==> config.mk <==
export PLATFORM = sky130hd
export DESIGN_NAME = pipelined_adder
export DESIGN_NICKNAME = d
export VERILOG_FILES = /design/src/rtl/pipelined_adder_pkg.sv /design/src/rtl/full_adder.sv /design/src/rtl/pipelined_adder_stage.sv /design/src/rtl/pipelined_adder.sv
export SDC_FILE = /design/constraint.sdc
export NUM_CORES = 1
export LEC_CHECK = 0
export CAP_MARGIN = 20
export CELL_PAD_IN_SITES_DETAIL_PLACEMENT = 0
export CELL_PAD_IN_SITES_GLOBAL_PLACEMENT = 1
export CORE_ASPECT_RATIO = 0.7
export CORE_MARGIN = 5
export CORE_UTILIZATION = 45
export CTS_BUF_LIST = sky130_fd_sc_hd__clkbuf_16
export CTS_CLUSTER_DIAMETER = 120
export CTS_CLUSTER_SIZE = 20
export DETAILED_ROUTE_END_ITERATION = 10
export PLACE_DENSITY = 0.77
export SLEW_MARGIN = 20
export SYNTH_ARGS = -nofsm -noshare
export SYNTH_HDL_FRONTEND = slang
export SYNTH_SLANG_ARGS = --single-unit
==> constraint.sdc <==
create_clock -name clk -period 4.5 [get_ports clk]
set_input_delay 0.9 -clock clk [delete_from_list [all_inputs] [get_ports clk]]
set_output_delay 0.9 -clock clk [all_outputs]
set_load 0.005 [all_outputs]
==> src/rtl/pipelined_adder_pkg.sv <==
`default_nettype none
// pipelined_adder_pkg: shared defaults, mode encoding and geometry check. Rev 1.0
`ifndef PIPELINED_ADDER_PKG_SV
`define PIPELINED_ADDER_PKG_SV

// Elaboration-time guard: the operand must split into equal chunks.
`define PA_CHECK_DIVISIBLE(W, S) \
  if (((W) % (S)) != 0) begin : g_width_check \
    $error("pipelined_adder: WIDTH must be a multiple of STAGES"); \
  end

package pipelined_adder_pkg;
  localparam int   DEFAULT_WIDTH  = 16;
  localparam int   DEFAULT_STAGES = 4;
  localparam logic MODE_ADD       = 1'b0;
  localparam logic MODE_SUB       = 1'b1;
endpackage

`endif
`default_nettype wire

==> src/rtl/full_adder.sv <==
`default_nettype none
// full_adder: single-bit full adder cell. Rev 1.0
module full_adder (
  input  logic a,
  input  logic b,
  input  logic ci,
  output logic s,
  output logic co
);
  assign s  = a ^ b ^ ci;
  assign co = (a & b) | (ci & (a ^ b));
endmodule
`default_nettype wire

==> src/rtl/pipelined_adder_stage.sv <==
`default_nettype none
// pipelined_adder_stage: one CHUNK-bit ripple slice with its carry/data/valid register. Rev 1.0
module pipelined_adder_stage
  import pipelined_adder_pkg::*;
#(
  parameter int WIDTH = DEFAULT_WIDTH,
  parameter int CHUNK = 4,
  parameter int IDX   = 0
) (
  input  logic             clk,
  input  logic             rst,
  input  logic             advance,
  input  logic             prev_valid,
  input  logic [WIDTH-1:0] prev_a,
  input  logic [WIDTH-1:0] prev_b,
  input  logic [WIDTH-1:0] prev_sum,
  input  logic             prev_carry,
  output logic             valid,
  output logic [WIDTH-1:0] a,
  output logic [WIDTH-1:0] b,
  output logic [WIDTH-1:0] sum,
  output logic             carry,
  output logic             msb_carry
);
  localparam int LO = IDX * CHUNK;

  logic [CHUNK:0]   chain;
  logic [CHUNK-1:0] chunk_sum;
  logic [WIDTH-1:0] next_sum;

  assign chain[0] = prev_carry;

  for (genvar i = 0; i < CHUNK; i++) begin : g_bit
    full_adder u_fa (
      .a  (prev_a[LO+i]),
      .b  (prev_b[LO+i]),
      .ci (chain[i]),
      .s  (chunk_sum[i]),
      .co (chain[i+1])
    );
  end

  always_comb begin
    next_sum             = prev_sum;
    next_sum[LO +: CHUNK] = chunk_sum;
  end

  // Data loads only with a valid transaction, so bubble operands never reach out.
  always_ff @(posedge clk or posedge rst) begin
    if (rst) begin
      valid     <= 1'b0;
      a         <= '0;
      b         <= '0;
      sum       <= '0;
      carry     <= 1'b0;
      msb_carry <= 1'b0;
    end else if (advance) begin
      valid <= prev_valid;
      if (prev_valid) begin
        a         <= prev_a;
        b         <= prev_b;
        sum       <= next_sum;
        carry     <= chain[CHUNK];
        msb_carry <= chain[CHUNK-1];
      end
    end
  end
endmodule
`default_nettype wire

==> src/rtl/pipelined_adder.sv <==
`default_nettype none
// pipelined_adder: STAGES-deep chunked ripple add/sub with valid/ready at both ends. Rev 1.0
module pipelined_adder
  import pipelined_adder_pkg::*;
#(
  parameter int WIDTH  = DEFAULT_WIDTH,
  parameter int STAGES = DEFAULT_STAGES
) (
  input  logic             clk,
  input  logic             rst,
  input  logic             in_valid,
  output logic             in_ready,
  input  logic [WIDTH-1:0] in0,
  input  logic [WIDTH-1:0] in1,
  input  logic             cin,
  input  logic             sub,
  output logic             out_valid,
  input  logic             out_ready,
  output logic [WIDTH-1:0] out,
  output logic             cout,
  output logic             ovf
);
  localparam int CHUNK = WIDTH / STAGES;

  `PA_CHECK_DIVISIBLE(WIDTH, STAGES)

  logic                          advance;
  logic [STAGES:0]               valid_p;
  logic [STAGES:0]               carry_p;
  logic [STAGES:1]               msb_p;
  logic [STAGES:0][WIDTH-1:0]    a_p;
  logic [STAGES:0][WIDTH-1:0]    b_p;
  logic [STAGES:0][WIDTH-1:0]    sum_p;

  // Whole pipeline moves as one unit whenever the output slot can be vacated.
  assign advance  = ~out_valid | out_ready;
  assign in_ready = advance;

  assign valid_p[0] = in_valid;
  assign a_p[0]     = in0;
  assign b_p[0]     = (sub == MODE_SUB) ? ~in1 : in1;
  assign sum_p[0]   = '0;
  assign carry_p[0] = (sub == MODE_ADD) ? cin : 1'b1;

  for (genvar k = 0; k < STAGES; k++) begin : g_stage
    pipelined_adder_stage #(
      .WIDTH (WIDTH),
      .CHUNK (CHUNK),
      .IDX   (k)
    ) u_stage (
      .clk        (clk),
      .rst        (rst),
      .advance    (advance),
      .prev_valid (valid_p[k]),
      .prev_a     (a_p[k]),
      .prev_b     (b_p[k]),
      .prev_sum   (sum_p[k]),
      .prev_carry (carry_p[k]),
      .valid      (valid_p[k+1]),
      .a          (a_p[k+1]),
      .b          (b_p[k+1]),
      .sum        (sum_p[k+1]),
      .carry      (carry_p[k+1]),
      .msb_carry  (msb_p[k+1])
    );
  end

  assign out_valid = valid_p[STAGES];
  assign out       = sum_p[STAGES];
  assign cout      = carry_p[STAGES];
  assign ovf       = carry_p[STAGES] ^ msb_p[STAGES];

  // Operand copies leaving the last stage and early MSB carries have no consumer.
  logic unused_tail;
  assign unused_tail = ^{a_p[STAGES], b_p[STAGES], msb_p};
endmodule
`default_nettype wire
==> summary.md <==
The flow ran to the end, and the final reports show no timing, DRC or antenna violations. Count of pins on the block boundary: 58. Summed over all nets, the half-perimeter wirelength after detailed placement is 5200 um. The run gives 7450 um as the total detailed-routing wirelength. The number of input and output port buffers inserted works out to 57.

Type of the tightest min-delay check: reg2reg. STA classifies the critical path endpoint as a register. At the worst endpoint, the required time is 4.72 ns. For this design, the CTS-stage hold fixing added 0 buffers. After detailed routing, the average wire length per cell comes to 15.3 um. The total overflow left after global routing is 0. The logs give 0 for the number of synthesis warnings and 46.4% for the starting utilization of the core area. The global-route wire length before repair was 12800 um; the number of max-capacitance violations reported was 0. The analysis attributes to cell leakage a power of 2.26 nW. The via density per instance came out at 4.85.

The largest clock skew in the final design is 0.00778 ns, and the width of the die is 126 um. The setup TNS came out at 0 ns. For this design, the sink count on the clock tree is 97. Of the cells placed in the final design, the portion with a size suffix greater than 1 is 24.5%.

The root buffer selected by CTS was clkbuf_16. In the layout the commonest cells are dfrtp_1, mux2_2, clkdlybuf4s50_1. The number of H-tree levels is 3.

For this run, the register share of the synthesized area comes to 57.5%. Clock-pin slew was measured on the worst setup and hold paths at 0.07 ns. The type of element launching the critical path was an input pin.

TritonCTS built the clock tree. The cell count after synthesis was 304; the later-pin clock latency in the skew report was 0.34 ns. For this block, the via count after detailed routing is 2360. IR analysis of the VDD net gives a maximum drop of 0.221 mV. Ranked by total cell area, the synthesized netlist is headed by dfrtp_1, mux2_2, fa_1. The number of nets in the synthesized netlist is 358.

Overall global routing resource usage: 14.0%. Summing all placed instances gives a cell area of 4880 um^2. The ratio of total power to cell area is 692 nW/um^2. The number of rows created at floorplan was 29. Compared with the post-synthesis result, the final layout area differs by 22.9%. The tools report the normalized max-slew margin as 40.0%. Of the available clock period, the critical path in the final layout requires 72.3%.

Leaving out fill and tap cells, the most frequent cell in the layout is dfrtp_1. The tools report the via count of the first global-routing pass as 2428. The number of failing hold endpoints at the final stage is 0.

In this run, post-CTS repair resized a total of 0 instances. The run gives 4 as the detailed-router iteration count before antenna repair. The tools report the number of buffers on the longest clock path as 2.

For the maximum operating frequency, the log shows 0.308 GHz. The max-slew violation count is 0. Setup repair after global routing left no endpoint under its margin.

For the pin with the worst max-slew slack, the measured transition is 0.898 ns. The count of nets left with antenna violations once routing finished came out at 0. Once layout is done, the placed cells without fillers occupy 5190 um^2. For the arrival time reported for the critical path endpoint, the log shows 3.47 ns.

The total of flip-flops plus latches after synthesis works out to 97. The repair_antennas step left the layout with diodes totalling 0. The die covers 11500 um^2. The total area of multi-input combinational cells was 1570 um^2.

The category of the critical setup timing path was in2reg. Summed over its instances, the top area cell type makes up 57.5% of the synthesized netlist area. Entering global routing, the biggest net connects 59 pins. For the number of antenna violations at the first check in global routing, the log shows 0.

In this run the cell area of the synthesized design comes to 4220 um^2. For this block, the initial DRC count from the detailed router was 135. The die outline height was 91.1 um. Summed over all instances, the cell type with the most area after synthesis is dfrtp_1. In this run the worst path has a maximum fanout of 3.

The final net count is 413. A synthesized cell averages 13.9 um^2. The unique cell type count in the Yosys netlist is 20.

The run gives 9 as the clock buffer count from CTS. The total area inside the core boundary comes to 9110 um^2. Registers take 2430 um^2. After layout, the minimum clock period comes to 3.25 ns.

For this run, design rule violations remaining after detail routing come to 0. The congestion estimate from routability-driven global placement came to 0.704. The run gives 0 as the post-CTS setup buffer count. Setup violations remaining at the end of the flow were counted as 0.

Fill cells in the final layout number 768.
-- power breakdown --
| group | internal, mW | switching [mW] |
|---|---|---|
| clock | 0.487 | 0.318 |
| combinational | 0.749 | 0.536 |
| sequential | 1.28 | 0.225 |
| total | 2.51 | 1.08 |
-- Yosys cell counts, drive strengths merged --
cell	instances
xor2	4
nand2	5
nand2b	1
buf	11
o21ai	8
nand3	5
mux2i	6
fa	16
mux2	67
dfrtp	97
and2	1
a31oi	5
a21oi	25
xnor2	13
clkbuf	5
nor2	1
inv	34
-- layer usage --
layer	vias to the layer above	global-route usage (%)	share of wire [%]	wire length, um
met1	1174	21.3	51	3810
met3	7	5.22	5.3	395
met4	0	2.95	0.95	71
met5	-	0	0	0
li1	1121	-	-	-
met2	58	19.3	43	3170
-- sequential cells by signal (all words and copies together), names as in the netlist --
name                       count
g_stage.u_stage.a             24
g_stage.u_stage.msb_carry      1
g_stage.u_stage.sum           40
g_stage.u_stage.valid          4
g_stage.u_stage.b             24
g_stage.u_stage.carry          4
-- path summary, 6_finish.rpt --
| kind | startpoint | endpoint | slack [ns] | depth (start not counted) |
|---|---|---|---|---|
| setup reg to reg | g_stage[1].u_stage.carry | g_stage[2].u_stage.sum[11] | 2.14 | 8 |
| hold reg to reg | g_stage[1].u_stage.a[15] | g_stage[2].u_stage.a[15] | 0.50 | 1 |
| hold / removal | g_stage[1].u_stage.a[15] | g_stage[2].u_stage.a[15] | 0.50 | 1 |
| min in group asynchronous | rst | g_stage[2].u_stage.sum[10] | 1.02 | 2 |
| max in group asynchronous | rst | g_stage[2].u_stage.carry | 2.66 | 3 |
| setup / recovery | sub | g_stage[0].u_stage.sum[3] | 1.25 | 8 |
-- stage by stage --
| step | worst slack [ns] | power (mW) | cells | hold slack, ns | util (%) |
|---|---|---|---|---|---|
| after floorplan | 1.04 | 2.32 | 304 | 0.475 | - |
| after global placement | 0.900 | 2.76 | 472 | 0.486 | 53.5 |
| after detailed placement | 0.876 | 2.82 | 472 | 0.492 | 53.5 |
| after CTS | 1.23 | 3.63 | 487 | 0.502 | 57.0 |
| after global routing | 1.19 | 3.86 | 487 | 0.513 | 57.0 |
| final | 1.25 | 3.59 | 487 | 0.500 | 57.0 |
-- logic make-up after synthesis --
kind of cell,count (synthesis),synth area share (%)
flops,97,57.5
mux,73,19.6
buf+inv,50,5.36
compound gates,38,4.65
xor+xnor,17,3.52
fa+ha+maj,16,7.58
simple gates,13,1.78
-- worst max-delay path: stages --
cell	delay, ns
clkdlybuf4s50_1	0.56
xnor2_1	0.12
fa_1	0.41
fa_1	0.38
fa_1	0.36
inv_1	0.07
fa_1	0.40
mux2_2	0.27
-- final cells by class --
class,count,share of cell area [%]
Multi-Input combinational cell,157,30.2
Tap cell,124,2.99
Timing Repair Buffer,60,11.4
Clock buffer,9,4.34
Inverter,34,2.51
Sequential cell,97,46.8
Clock inverter,6,1.74
No activity file was read; power rests on OpenSTA's default activity.
